### src/rtl/riscv_pkg.sv
// riscv_pkg: shared encodings for the execute stage (ALU ops, forward selects, branch funct3, multiply states)
package riscv_pkg;
   localparam logic [2:0] ALU_ADD = 3'b000;
   localparam logic [2:0] ALU_SUB = 3'b001;
   localparam logic [2:0] ALU_AND = 3'b010;
   localparam logic [2:0] ALU_OR  = 3'b011;
   localparam logic [2:0] ALU_XOR = 3'b100;
   localparam logic [2:0] ALU_SLT = 3'b101;
   localparam logic [2:0] ALU_SLL = 3'b110;
   localparam logic [2:0] ALU_SRL = 3'b111;
   localparam logic [1:0] FWD_RF  = 2'b00;
   localparam logic [1:0] FWD_W   = 2'b01;
   localparam logic [1:0] FWD_M   = 2'b10;
   localparam logic [2:0] BR_BEQ  = 3'b000;
   localparam logic [2:0] BR_BNE  = 3'b001;
   localparam logic [2:0] BR_BLT  = 3'b100;
   localparam logic [2:0] BR_BGE  = 3'b101;
   typedef enum logic [1:0] {MUL_IDLE, MUL_BUSY, MUL_DONE} mul_state_t;
   function automatic logic [31:0] alu_op(input logic [2:0] op, input logic [31:0] a, input logic [31:0] b);
      case (op)
         ALU_ADD: alu_op = a + b;
         ALU_SUB: alu_op = a - b;
         ALU_AND: alu_op = a & b;
         ALU_OR:  alu_op = a | b;
         ALU_XOR: alu_op = a ^ b;
         ALU_SLT: alu_op = {31'd0, $signed(a) < $signed(b)};
         ALU_SLL: alu_op = a << b[4:0];
         default: alu_op = a >> b[4:0];
      endcase
   endfunction
endpackage

### src/rtl/execute_stage_if.sv
// execute_stage_if: E-stage inputs, fetch redirect, stall and registered M-stage outputs
interface execute_stage_if;
   logic        regwriteE, memwriteE, jumpE, branchE, alusrcE, mulE;
   logic [1:0]  resultsrcE;
   logic [2:0]  alucontrolE, funct3E;
   logic [4:0]  rdE;
   logic [31:0] rd1E, rd2E, pcE, pcplus4E, immextE;
   logic [1:0]  forwardaE, forwardbE;
   logic [31:0] resultW;
   logic        pcsrcE, stallE;
   logic [31:0] pctargetE;
   logic        regwriteM, memwriteM;
   logic [1:0]  resultsrcM;
   logic [2:0]  funct3M;
   logic [4:0]  rdM;
   logic [31:0] aluresultM, writedataM, pcplus4M;
   modport master (
      output regwriteE, memwriteE, jumpE, branchE, alusrcE, mulE, resultsrcE, alucontrolE, funct3E, rdE,
             rd1E, rd2E, pcE, pcplus4E, immextE, forwardaE, forwardbE, resultW,
      input  pcsrcE, stallE, pctargetE, regwriteM, memwriteM, resultsrcM, funct3M, rdM,
             aluresultM, writedataM, pcplus4M
   );
   modport slave (
      input  regwriteE, memwriteE, jumpE, branchE, alusrcE, mulE, resultsrcE, alucontrolE, funct3E, rdE,
             rd1E, rd2E, pcE, pcplus4E, immextE, forwardaE, forwardbE, resultW,
      output pcsrcE, stallE, pctargetE, regwriteM, memwriteM, resultsrcM, funct3M, rdM,
             aluresultM, writedataM, pcplus4M
   );
endinterface

### src/rtl/mul_iter.sv
// mul_iter: 32-step shift-add multiplier returning the low 32 product bits (IDLE/BUSY/DONE)
module mul_iter
   import riscv_pkg::*;
(
   input  logic        clk,
   input  logic        reset_n,
   input  logic        i_start,
   input  logic [31:0] i_a,
   input  logic [31:0] i_b,
   output logic        o_busy,
   output logic        o_done,
   output logic [31:0] o_product
);
   mul_state_t  r_state;
   logic [4:0]  r_cnt;
   logic [31:0] r_a, r_b, r_acc;
   always_ff @(posedge clk or negedge reset_n) begin
      if (!reset_n) begin
         r_state <= MUL_IDLE;
         r_cnt   <= '0;
         r_a     <= '0;
         r_b     <= '0;
         r_acc   <= '0;
      end else begin
         case (r_state)
            MUL_IDLE: if (i_start) begin
               r_a     <= i_a;
               r_b     <= i_b;
               r_acc   <= '0;
               r_cnt   <= '0;
               r_state <= MUL_BUSY;
            end
            MUL_BUSY: begin
               if (r_b[0]) r_acc <= r_acc + r_a;
               r_a   <= r_a << 1;
               r_b   <= r_b >> 1;
               r_cnt <= r_cnt + 5'd1;
               if (r_cnt == 5'd31) r_state <= MUL_DONE;
            end
            default: r_state <= MUL_IDLE;
         endcase
      end
   end
   assign o_busy    = (r_state == MUL_BUSY);
   assign o_done    = (r_state == MUL_DONE);
   assign o_product = r_acc;
endmodule

### src/rtl/execute_stage.sv
// execute_stage: forwarding, ALU, branch resolve and E->M register; iterative multiply under EXECUTE_MUL_EN
module execute_stage
   import riscv_pkg::*;
(
   input logic            clk,
   input logic            reset_n,
   execute_stage_if.slave ex
);
   logic [31:0] w_srca, w_writedata, w_srcb, w_alu, w_product;
   logic        w_eq, w_lt, w_taken, w_stall, w_done;
   logic        r_regwriteM, r_memwriteM;
   logic [1:0]  r_resultsrcM;
   logic [2:0]  r_funct3M;
   logic [4:0]  r_rdM;
   logic [31:0] r_aluresultM, r_writedataM, r_pcplus4M;
   assign w_srca      = (ex.forwardaE == FWD_W) ? ex.resultW : (ex.forwardaE == FWD_M) ? r_aluresultM : ex.rd1E;
   assign w_writedata = (ex.forwardbE == FWD_W) ? ex.resultW : (ex.forwardbE == FWD_M) ? r_aluresultM : ex.rd2E;
   assign w_srcb      = ex.alusrcE ? ex.immextE : w_writedata;
   assign w_alu       = alu_op(ex.alucontrolE, w_srca, w_srcb);
   assign w_eq        = (w_srca == w_writedata);
   assign w_lt        = $signed(w_srca) < $signed(w_writedata);
   assign w_taken     = (ex.funct3E == BR_BEQ) ? w_eq :
                        (ex.funct3E == BR_BNE) ? ~w_eq :
                        (ex.funct3E == BR_BLT) ? w_lt :
                        (ex.funct3E == BR_BGE) ? ~w_lt : 1'b0;
   assign ex.pcsrcE    = ex.jumpE | (ex.branchE & w_taken);
   assign ex.pctargetE = ex.pcE + ex.immextE;
`ifdef EXECUTE_MUL_EN
   logic w_busy;
   mul_iter u_mul (
      .clk       (clk),
      .reset_n   (reset_n),
      .i_start   (ex.mulE),
      .i_a       (w_srca),
      .i_b       (w_srcb),
      .o_busy    (w_busy),
      .o_done    (w_done),
      .o_product (w_product)
   );
   // stall covers the start cycle in IDLE plus all of BUSY; forced low while reset is held
   assign w_stall = reset_n & (w_busy | (ex.mulE & ~w_done));
`else
   assign w_stall   = 1'b0;
   assign w_done    = 1'b0;
   assign w_product = '0;
`endif
   assign ex.stallE = w_stall;
   always_ff @(posedge clk or negedge reset_n) begin
      if (!reset_n) begin
         r_regwriteM  <= 1'b0;
         r_memwriteM  <= 1'b0;
         r_resultsrcM <= '0;
         r_funct3M    <= '0;
         r_rdM        <= '0;
         r_aluresultM <= '0;
         r_writedataM <= '0;
         r_pcplus4M   <= '0;
      end else if (w_stall) begin
         r_regwriteM <= 1'b0;
         r_memwriteM <= 1'b0;
      end else begin
         r_regwriteM  <= ex.regwriteE;
         r_memwriteM  <= ex.memwriteE;
         r_resultsrcM <= ex.resultsrcE;
         r_funct3M    <= ex.funct3E;
         r_rdM        <= ex.rdE;
         r_aluresultM <= w_done ? w_product : w_alu;
         r_writedataM <= w_writedata;
         r_pcplus4M   <= ex.pcplus4E;
      end
   end
   assign ex.regwriteM  = r_regwriteM;
   assign ex.memwriteM  = r_memwriteM;
   assign ex.resultsrcM = r_resultsrcM;
   assign ex.funct3M    = r_funct3M;
   assign ex.rdM        = r_rdM;
   assign ex.aluresultM = r_aluresultM;
   assign ex.writedataM = r_writedataM;
   assign ex.pcplus4M   = r_pcplus4M;
endmodule
### src/flat_wrapper.sv
// flat-port wrapper written by rule: the top's interface ports become plain ports
module execute_stage_flat import riscv_pkg::*;
  (clk, reset_n, ex_regwriteE, ex_memwriteE, ex_jumpE, ex_branchE, ex_alusrcE, ex_mulE, ex_resultsrcE, ex_alucontrolE, ex_funct3E, ex_rdE, ex_rd1E, ex_rd2E, ex_pcE, ex_pcplus4E, ex_immextE, ex_forwardaE, ex_forwardbE, ex_resultW, ex_pcsrcE, ex_stallE, ex_pctargetE, ex_regwriteM, ex_memwriteM, ex_resultsrcM, ex_funct3M, ex_rdM, ex_aluresultM, ex_writedataM, ex_pcplus4M);
  execute_stage_if ex_i ();
  input logic clk;
  input logic reset_n;
  input wire logic [$bits(ex_i.regwriteE)-1:0] ex_regwriteE;
  input wire logic [$bits(ex_i.memwriteE)-1:0] ex_memwriteE;
  input wire logic [$bits(ex_i.jumpE)-1:0] ex_jumpE;
  input wire logic [$bits(ex_i.branchE)-1:0] ex_branchE;
  input wire logic [$bits(ex_i.alusrcE)-1:0] ex_alusrcE;
  input wire logic [$bits(ex_i.mulE)-1:0] ex_mulE;
  input wire logic [$bits(ex_i.resultsrcE)-1:0] ex_resultsrcE;
  input wire logic [$bits(ex_i.alucontrolE)-1:0] ex_alucontrolE;
  input wire logic [$bits(ex_i.funct3E)-1:0] ex_funct3E;
  input wire logic [$bits(ex_i.rdE)-1:0] ex_rdE;
  input wire logic [$bits(ex_i.rd1E)-1:0] ex_rd1E;
  input wire logic [$bits(ex_i.rd2E)-1:0] ex_rd2E;
  input wire logic [$bits(ex_i.pcE)-1:0] ex_pcE;
  input wire logic [$bits(ex_i.pcplus4E)-1:0] ex_pcplus4E;
  input wire logic [$bits(ex_i.immextE)-1:0] ex_immextE;
  input wire logic [$bits(ex_i.forwardaE)-1:0] ex_forwardaE;
  input wire logic [$bits(ex_i.forwardbE)-1:0] ex_forwardbE;
  input wire logic [$bits(ex_i.resultW)-1:0] ex_resultW;
  output wire logic [$bits(ex_i.pcsrcE)-1:0] ex_pcsrcE;
  output wire logic [$bits(ex_i.stallE)-1:0] ex_stallE;
  output wire logic [$bits(ex_i.pctargetE)-1:0] ex_pctargetE;
  output wire logic [$bits(ex_i.regwriteM)-1:0] ex_regwriteM;
  output wire logic [$bits(ex_i.memwriteM)-1:0] ex_memwriteM;
  output wire logic [$bits(ex_i.resultsrcM)-1:0] ex_resultsrcM;
  output wire logic [$bits(ex_i.funct3M)-1:0] ex_funct3M;
  output wire logic [$bits(ex_i.rdM)-1:0] ex_rdM;
  output wire logic [$bits(ex_i.aluresultM)-1:0] ex_aluresultM;
  output wire logic [$bits(ex_i.writedataM)-1:0] ex_writedataM;
  output wire logic [$bits(ex_i.pcplus4M)-1:0] ex_pcplus4M;
  assign ex_i.regwriteE = ex_regwriteE;
  assign ex_i.memwriteE = ex_memwriteE;
  assign ex_i.jumpE = ex_jumpE;
  assign ex_i.branchE = ex_branchE;
  assign ex_i.alusrcE = ex_alusrcE;
  assign ex_i.mulE = ex_mulE;
  assign ex_i.resultsrcE = ex_resultsrcE;
  assign ex_i.alucontrolE = ex_alucontrolE;
  assign ex_i.funct3E = ex_funct3E;
  assign ex_i.rdE = ex_rdE;
  assign ex_i.rd1E = ex_rd1E;
  assign ex_i.rd2E = ex_rd2E;
  assign ex_i.pcE = ex_pcE;
  assign ex_i.pcplus4E = ex_pcplus4E;
  assign ex_i.immextE = ex_immextE;
  assign ex_i.forwardaE = ex_forwardaE;
  assign ex_i.forwardbE = ex_forwardbE;
  assign ex_i.resultW = ex_resultW;
  assign ex_pcsrcE = ex_i.pcsrcE;
  assign ex_stallE = ex_i.stallE;
  assign ex_pctargetE = ex_i.pctargetE;
  assign ex_regwriteM = ex_i.regwriteM;
  assign ex_memwriteM = ex_i.memwriteM;
  assign ex_resultsrcM = ex_i.resultsrcM;
  assign ex_funct3M = ex_i.funct3M;
  assign ex_rdM = ex_i.rdM;
  assign ex_aluresultM = ex_i.aluresultM;
  assign ex_writedataM = ex_i.writedataM;
  assign ex_pcplus4M = ex_i.pcplus4M;
  execute_stage u_core (.clk(clk), .reset_n(reset_n), .ex(ex_i));
endmodule
### config.mk
export PLATFORM = sky130hd
export DESIGN_NAME = execute_stage_flat
export DESIGN_NICKNAME = d
export VERILOG_FILES = /design/src/rtl/riscv_pkg.sv /design/src/rtl/execute_stage_if.sv /design/src/rtl/mul_iter.sv /design/src/rtl/execute_stage.sv /design/src/flat_wrapper.sv
export SDC_FILE = /design/constraint.sdc
export NUM_CORES = 1
export LEC_CHECK = 0
export BUFFER_PORTS_ARGS = -buffer_cell sky130_fd_sc_hd__clkbuf_2
export CORE_MARGIN = 3
export CORE_UTILIZATION = 28
export CTS_CLUSTER_SIZE = 10
export DETAILED_ROUTE_END_ITERATION = 8
export PLACE_DENSITY = 0.53
export SYNTH_ARGS = -nofsm -noshare
export SYNTH_HDL_FRONTEND = slang
export SYNTH_SLANG_ARGS = --single-unit
### constraint.sdc
create_clock -name clk -period 10.82 [get_ports clk]
set_input_delay 0.541 -clock clk [delete_from_list [all_inputs] [get_ports clk]]
set_output_delay 0.541 -clock clk [all_outputs]
set_load 0.02 [all_outputs]
* Yosys cells after proc, flatten, opt, wreduce, memory -nomap -nowiden
Index checks and enable logic that the tools add are counted.
** Storage, ports and cells
- Output and inout bits :: 142
- Register bits after elaboration :: 108
- Input bits :: 217
- Logic and storage cells :: 48
** Operators by class
- Add/subtract/negate cells :: 3
- Equality and inequality tests :: 14
- Muxes and demuxes :: 10
- Reduce and logical (&&, ||, !) cells :: 2
- Bitwise logic cells :: 7
- Shift-type cells :: 2
- Order comparisons :: 2
** Operator list (count)
- 32-bit one-hot mux with 7 select lines :: 1
- 32-bit two-way mux :: 5
- 32-bit adder :: 2
- 32-bit less-than comparator :: 2
- 32-bit bitwise AND :: 1
- 32-bit == test :: 1
- 32-bit OR :: 1
- 32-bit by 5-bit << shifter with 32-bit output :: 1
- 32-bit by 5-bit right shift with 32-bit output :: 1
- 32-bit subtractor :: 1
- 32-bit bitwise XOR :: 1
- 3-bit == test (second input constant) :: 5
- 3-bit by 1-bit == test with 1-bit output (second input constant) :: 2
- 3-bit by 2-bit == test with 1-bit output (second input constant) :: 2
- 3-bit logical NOT :: 2
- 2-bit by 1-bit == test with 1-bit output (second input constant) :: 2
- 2-bit == test (second input constant) :: 2
- 1-bit two-way mux :: 4
- 1-bit inverter :: 2
- 1-bit bitwise AND :: 1
- 1-bit OR :: 1

* Longest topological paths before layout
- Depth after elaboration :: 11
- Mapped depth :: 20
- Mapped depth without buffers :: 16

* Least setup slack after synthesis
Ideal clock, no wire load.
- Path type :: input to register
- From :: input port ex_forwardbE[1]
- To :: register u_core.r_aluresultM[28] (netlist: u_core.ex.aluresultM[28])
- Data required time :: 10.696 ns
- Buffers on the path :: 6
- Setup time :: 0.124 ns
- Cell stages on the path :: 19
- Slack :: 5.827 ns
- Arrival time :: 4.869 ns
- Cell sequence :: buf_4 nand2b_1 buf_2 o221a_4 mux2i_4 clkbuf_1 buf_2 buf_2 ha_1 buf_2 a211o_1 a311oi_2 a2111oi_1 o311a_1 o22ai_2 o21ai_1 a31oi_1 o221ai_1 a211o_1
** On the way
- Longest elaborated chain between the ends :: 6
- Elaborated cells between the ends (all ways) :: 13
- Those cells by class :: add/sub: 2; eq/ne: 2; shift: 2; mux: 4; bitwise: 3
** RTL lines
- from (decl) :: line flat_wrapper.sv:23 : input wire logic [$bits(ex_i.forwardbE)-1:0] ex_forwardbE;
- 2-bit == test :: line execute_stage.sv:17 : assign w_writedata = (ex.forwardbE == FWD_W) ? ex.resultW : (ex.forwardbE == FWD_M) ? r_aluresultM : ex.rd2E;
- 32-bit two-way mux :: line execute_stage.sv:17
- 32-bit two-way mux (*) :: line execute_stage.sv:17
- via u_core.w_writedata[2] :: line execute_stage.sv:9 : logic [31:0] w_srca, w_writedata, w_srcb, w_alu, w_product;
- 32-bit two-way mux (*) :: line execute_stage.sv:18 : assign w_srcb = ex.alusrcE ? ex.immextE : w_writedata;
- 32-bit subtractor, or another cell as far along :: line riscv_pkg.sv:22 : ALU_SUB: alu_op = a - b;
- 32-bit one-hot mux with 7 select lines (*) :: line riscv_pkg.sv:20 : case (op)
- via u_core.w_alu[28] :: line execute_stage.sv:9
- to (signal assigned) :: line execute_stage.sv:67 : r_aluresultM <= w_done ? w_product : w_alu;
- to (decl) :: line execute_stage.sv:15 : logic [31:0] r_aluresultM, r_writedataM, r_pcplus4M;
Mark *: on every way through the listed nets, which the timed path passes. The rest lies on a longest branch.

* Worst setup path in the final report
- From :: input port ex_forwardbE[1]
- To :: register u_core.r_aluresultM[0] (netlist: u_core.ex.aluresultM[0])
** On the way
- Longest elaborated chain between the ends :: 6
- Elaborated cells between the ends (all ways) :: 14
- Those cells by class :: add/sub: 2; order compare: 1; eq/ne: 2; shift: 2; mux: 4; bitwise: 3
** RTL lines (line)
- 2-bit == test :: execute_stage.sv:17
- 32-bit two-way mux :: execute_stage.sv:17
- 32-bit two-way mux (*) :: execute_stage.sv:17
- 32-bit two-way mux (*) :: execute_stage.sv:18
- 32-bit subtractor, or another cell as far along :: riscv_pkg.sv:22
- 32-bit one-hot mux with 7 select lines (*) :: riscv_pkg.sv:20
- via u_core.w_alu[0] :: execute_stage.sv:9
Marked as above.

==> results.py <==
metrics = {
    "synth": {
        "seq_area_frac_synth_pct": 17.4,
        "synthAdderAreaFrac_pct": 14.2,
        "synth.area.mux_share_pct": 13.9,
        "ys.flop_type": "dfrtp_1",
        "ys_seq_elements": 108,
        "synth_cell_types": 95,
        "synth_compound_area_share_pct": 29.7,
        "synth-edff-count": 0,
        "synth_top_family_by_area": "compound AO/OA/AOI/OAI gates",
        "synth_xor_xnor_area_share_pct": 2.75,
        "synth.most_common_cell": "ha_1",
        "synth.area.top_cells": "dfrtp_1 17%, ha_1 14%, mux2i_1 9.6%",
        "synth_common_cells": "171 x ha_1, 156 x nand2_1, 154 x a21oi_1",
        "yosysTopAreaCell": "dfrtp_1",
        "synthSimpleGateAreaFrac_pct": 14.9,
        "synth_top_area_share_pct": 17.4,
        "synth_area_um2": 15500,
        "synth-async-reset-ratio_pct": 100,
        "ys.warnings.count": 0,
        "postSynthCellCount": 1978,
        "synth_nets": 2369,
        "syn_avg_cell_area_um2": 7.85,
    },
    "power_and_ir_drop": {
        "p_clk_share_pct": 12.8,
        "switchingPower_w": 0.00141,
        "power.density_cell_area_nw_per_um2": 145,
        "vdd_drop_max_mv": 0.0791,
        "leakagePower_nw": 8.68,
        "swShare_pct": 53.0,
        "p_seq_share_pct": 19.5,
        "p_comb_share_pct": 67.7,
        "p_int_w": 0.00124,
    },
    "global_route": {
        "grt_max_degree": 67,
        "grt_usage_pct": 25.1,
        "grt_pass1_wl_um": 113000,
        "gr-total-overflow": 0,
        "grt_pass1_vias": 17200,
        "antenna_found_initial": 0,
    },
    "sta": {
        "min_period_ns": 6.88,
        "drv_slew": 0,
        "worst_pin_slew_ns": 1.22,
        "fin_skew_ns": 0.0110,
        "maxSlewHeadroom_pct": 18.7,
        "min_period_over_period_pct": 63.6,
        "setup_tns_ns": 0,
        "rsz0062_at_grt": "no",
        "setup_viol": 0,
        "finalHoldViolations": 0,
        "fmax_ghz": 0.145,
    },
    "clock_network": {
        "path_clk_slew_ns": 0.09,
        "numCtsBuffers": 9,
        "cts_hold_buf": 0,
        "cts_sinks": 108,
        "cts_root_buffer": "clkbuf_16",
        "post_cts_buffers": 0,
        "clk_latency_ns": 0.38,
        "ctsLongestPathBuffers": 2,
        "cts_tree": "built",
        "cts.repair.resized": 0,
        "htreeDepth": 3,
    },
    "worst_setup_path": {
        "crit_path_start_kind": "input port",
        "critPathMaxFanout": 52,
        "critPathArrivalTime_ns": 7.13,
        "path_delay_family": "compound AO/OA/AOI/OAI gates",
        "cpPeakStageDelay_ns": 0.79,
        "required_ns": 11.06,
        "cp_common_cell": "o2111ai_1",
        "path_buf_inv": 3,
        "endpoint_kind": "register",
        "criticalPathCategory": "in -> reg",
        "cpMaxStageDelayCell": "inv_2",
        "worstPathCellList": "clkbuf_2, xnor2_1, a2111o_1, nand2_4, inv_2, ha_1, inv_1, fa_1, a211o_1, a311oi_2, a2111oi_1, o311a_1, o22ai_2, o21ai_1, a31oi_1, o2111ai_1, o2111ai_1",
    },
    "placed_design": {
        "dpl_cell_area_um2": 18000,
        "portBuffers": 356,
        "place_inst": 2988,
        "hpwlAfterDp_um": 62700,
        "gp_congestion": 1.00,
    },
    "run": {
        "maxCapViolations": 0,
    },
    "cells_and_area": {
        "finalNonFillerCells": 3004,
        "nNetsFinal": 2651,
        "final_area_um2": 18300,
        "antenna_cells": 0,
        "drive_above_1_share_pct": 22.1,
        "area_delta_synth_final_pct": 17.7,
        "fillers": 5792,
    },
    "floorplan": {
        "initial_core_util_pct": 28.6,
        "die_x_um": 242,
        "core_area_um2": 54300,
        "rows": 85,
        "fp.dieH_um": 242,
        "die-area_um2": 58300,
        "io_pins": 359,
    },
    "detailed_routing": {
        "firstDrtPassIters": 6,
        "vias": 17400,
        "ant_nets": 0,
        "drc": 0,
        "finalWirelength_um": 76300,
        "drt-wirelength-per-cell_um": 25.4,
        "avgViaCountPerCell": 5.79,
        "drt_iter0_drc": 1872,
    },
    "status": {
        "status": "completed",
    },
    "hold_path": {
        "min_path_type": "in -> async",
    },
}
-- power by group through the flow --
stage / clock network, W / logic, W / registers [W]
3_5_place_dp: 0 / 0.00175 / 0.000523
3_3_place_gp: 0 / 0.00174 / 0.000521
5_1_grt: 0.000364 / 0.00192 / 0.000522
6_report: 0.000339 / 0.00179 / 0.000516
4_1_cts: 0.000351 / 0.00176 / 0.000515
2_1_floorplan: 0 / 0.00107 / 0.000585
-- cell usage in the layout (no fill, tap or decap), drive strengths merged, types with 14 or more instances in the layout --
cell type	count
o22a	25
a22oi	28
xnor2	34
nor2b	21
a21o	34
inv	140
clkbuf	363
nand4	14
a211oi	35
nor2	137
mux2	40
mux2i	150
o21bai	14
a31oi	16
nand2b	26
a21oi	154
buf	46
nor3	42
dfrtp	108
o31ai	15
o21a	20
o221ai	22
o22ai	35
nand2	157
ha	171
o21ai	152
nand3	29
xor2	14
o211ai	33
-- kinds of logic after synthesis --
family	after synthesis
other	1
muxes	198
and+or+nand+nor	493
xor gates and xnor gates	48
buffers and inverters	267
AOI/OAI and AO/OA	689
DFF	108
adders and majority gates	174
-- per-layer routing --
layer / track usage (%) / up-vias / wire, um
li1: - / 7862 / -
met1: 32.3 / 8538 / 31800
met2: 42.9 / 858 / 36200
met3: 3.21 / 128 / 5160
met4: 9.68 / 0 / 3120
met5: 0 / - / 0
-- flip-flops by register name, summed over array words and instances, names as in the netlist --
signal,cells
u_core.ex.aluresultM,32
u_core.ex.funct3M,3
u_core.ex.memwriteM,1
u_core.ex.pcplus4M,32
u_core.ex.rdM,5
u_core.ex.regwriteM,1
u_core.ex.resultsrcM,2
u_core.ex.writedataM,32
-- per-stage QoR --
stage	worst slack, ns	util [%]	hold WS, ns	power, W
2_1_floorplan	5.83	-	0.245	0.00165
4_1_cts	4.09	33.6	0.166	0.00262
3_3_place_gp	3.80	33.1	0.587	0.00226
5_1_grt	3.87	33.6	0.216	0.00281
6_report	3.94	33.6	0.168	0.00265
3_5_place_dp	3.71	33.1	0.592	0.00227
-- final timing paths --
path | endpoint | cells after the start | slack (ns) | start
worst min-delay path | u_core.ex.pcplus4M[17] | 1 | 0.17 | reset_n
worst max register to register | u_core.ex.aluresultM[0] | 16 | 4.36 | u_core.ex.aluresultM[0]
worst min register to register | u_core.ex.writedataM[19] | 3 | 0.78 | u_core.ex.aluresultM[19]
max in group asynchronous | u_core.ex.writedataM[27] | 2 | 9.38 | reset_n
min in group clk | u_core.ex.pcplus4M[19] | 1 | 0.26 | ex_pcplus4E[19]
worst max-delay path | u_core.ex.aluresultM[0] | 17 | 3.94 | ex_forwardbE[1]
-- cell type report --
type                    instances  area, um^2  share of cell area [%]
clock buffers                   9         225                    1.23
multi-input cells            1603       11700                    64.2
flip-flops and latches        108        2700                    14.8
inverters                     138         520                    2.85
well taps                     739         925                    5.06
repair buffers                400        2120                    11.6
clock inverters                 7        65.1                   0.356
No activity file was read; power rests on OpenSTA's default activity.
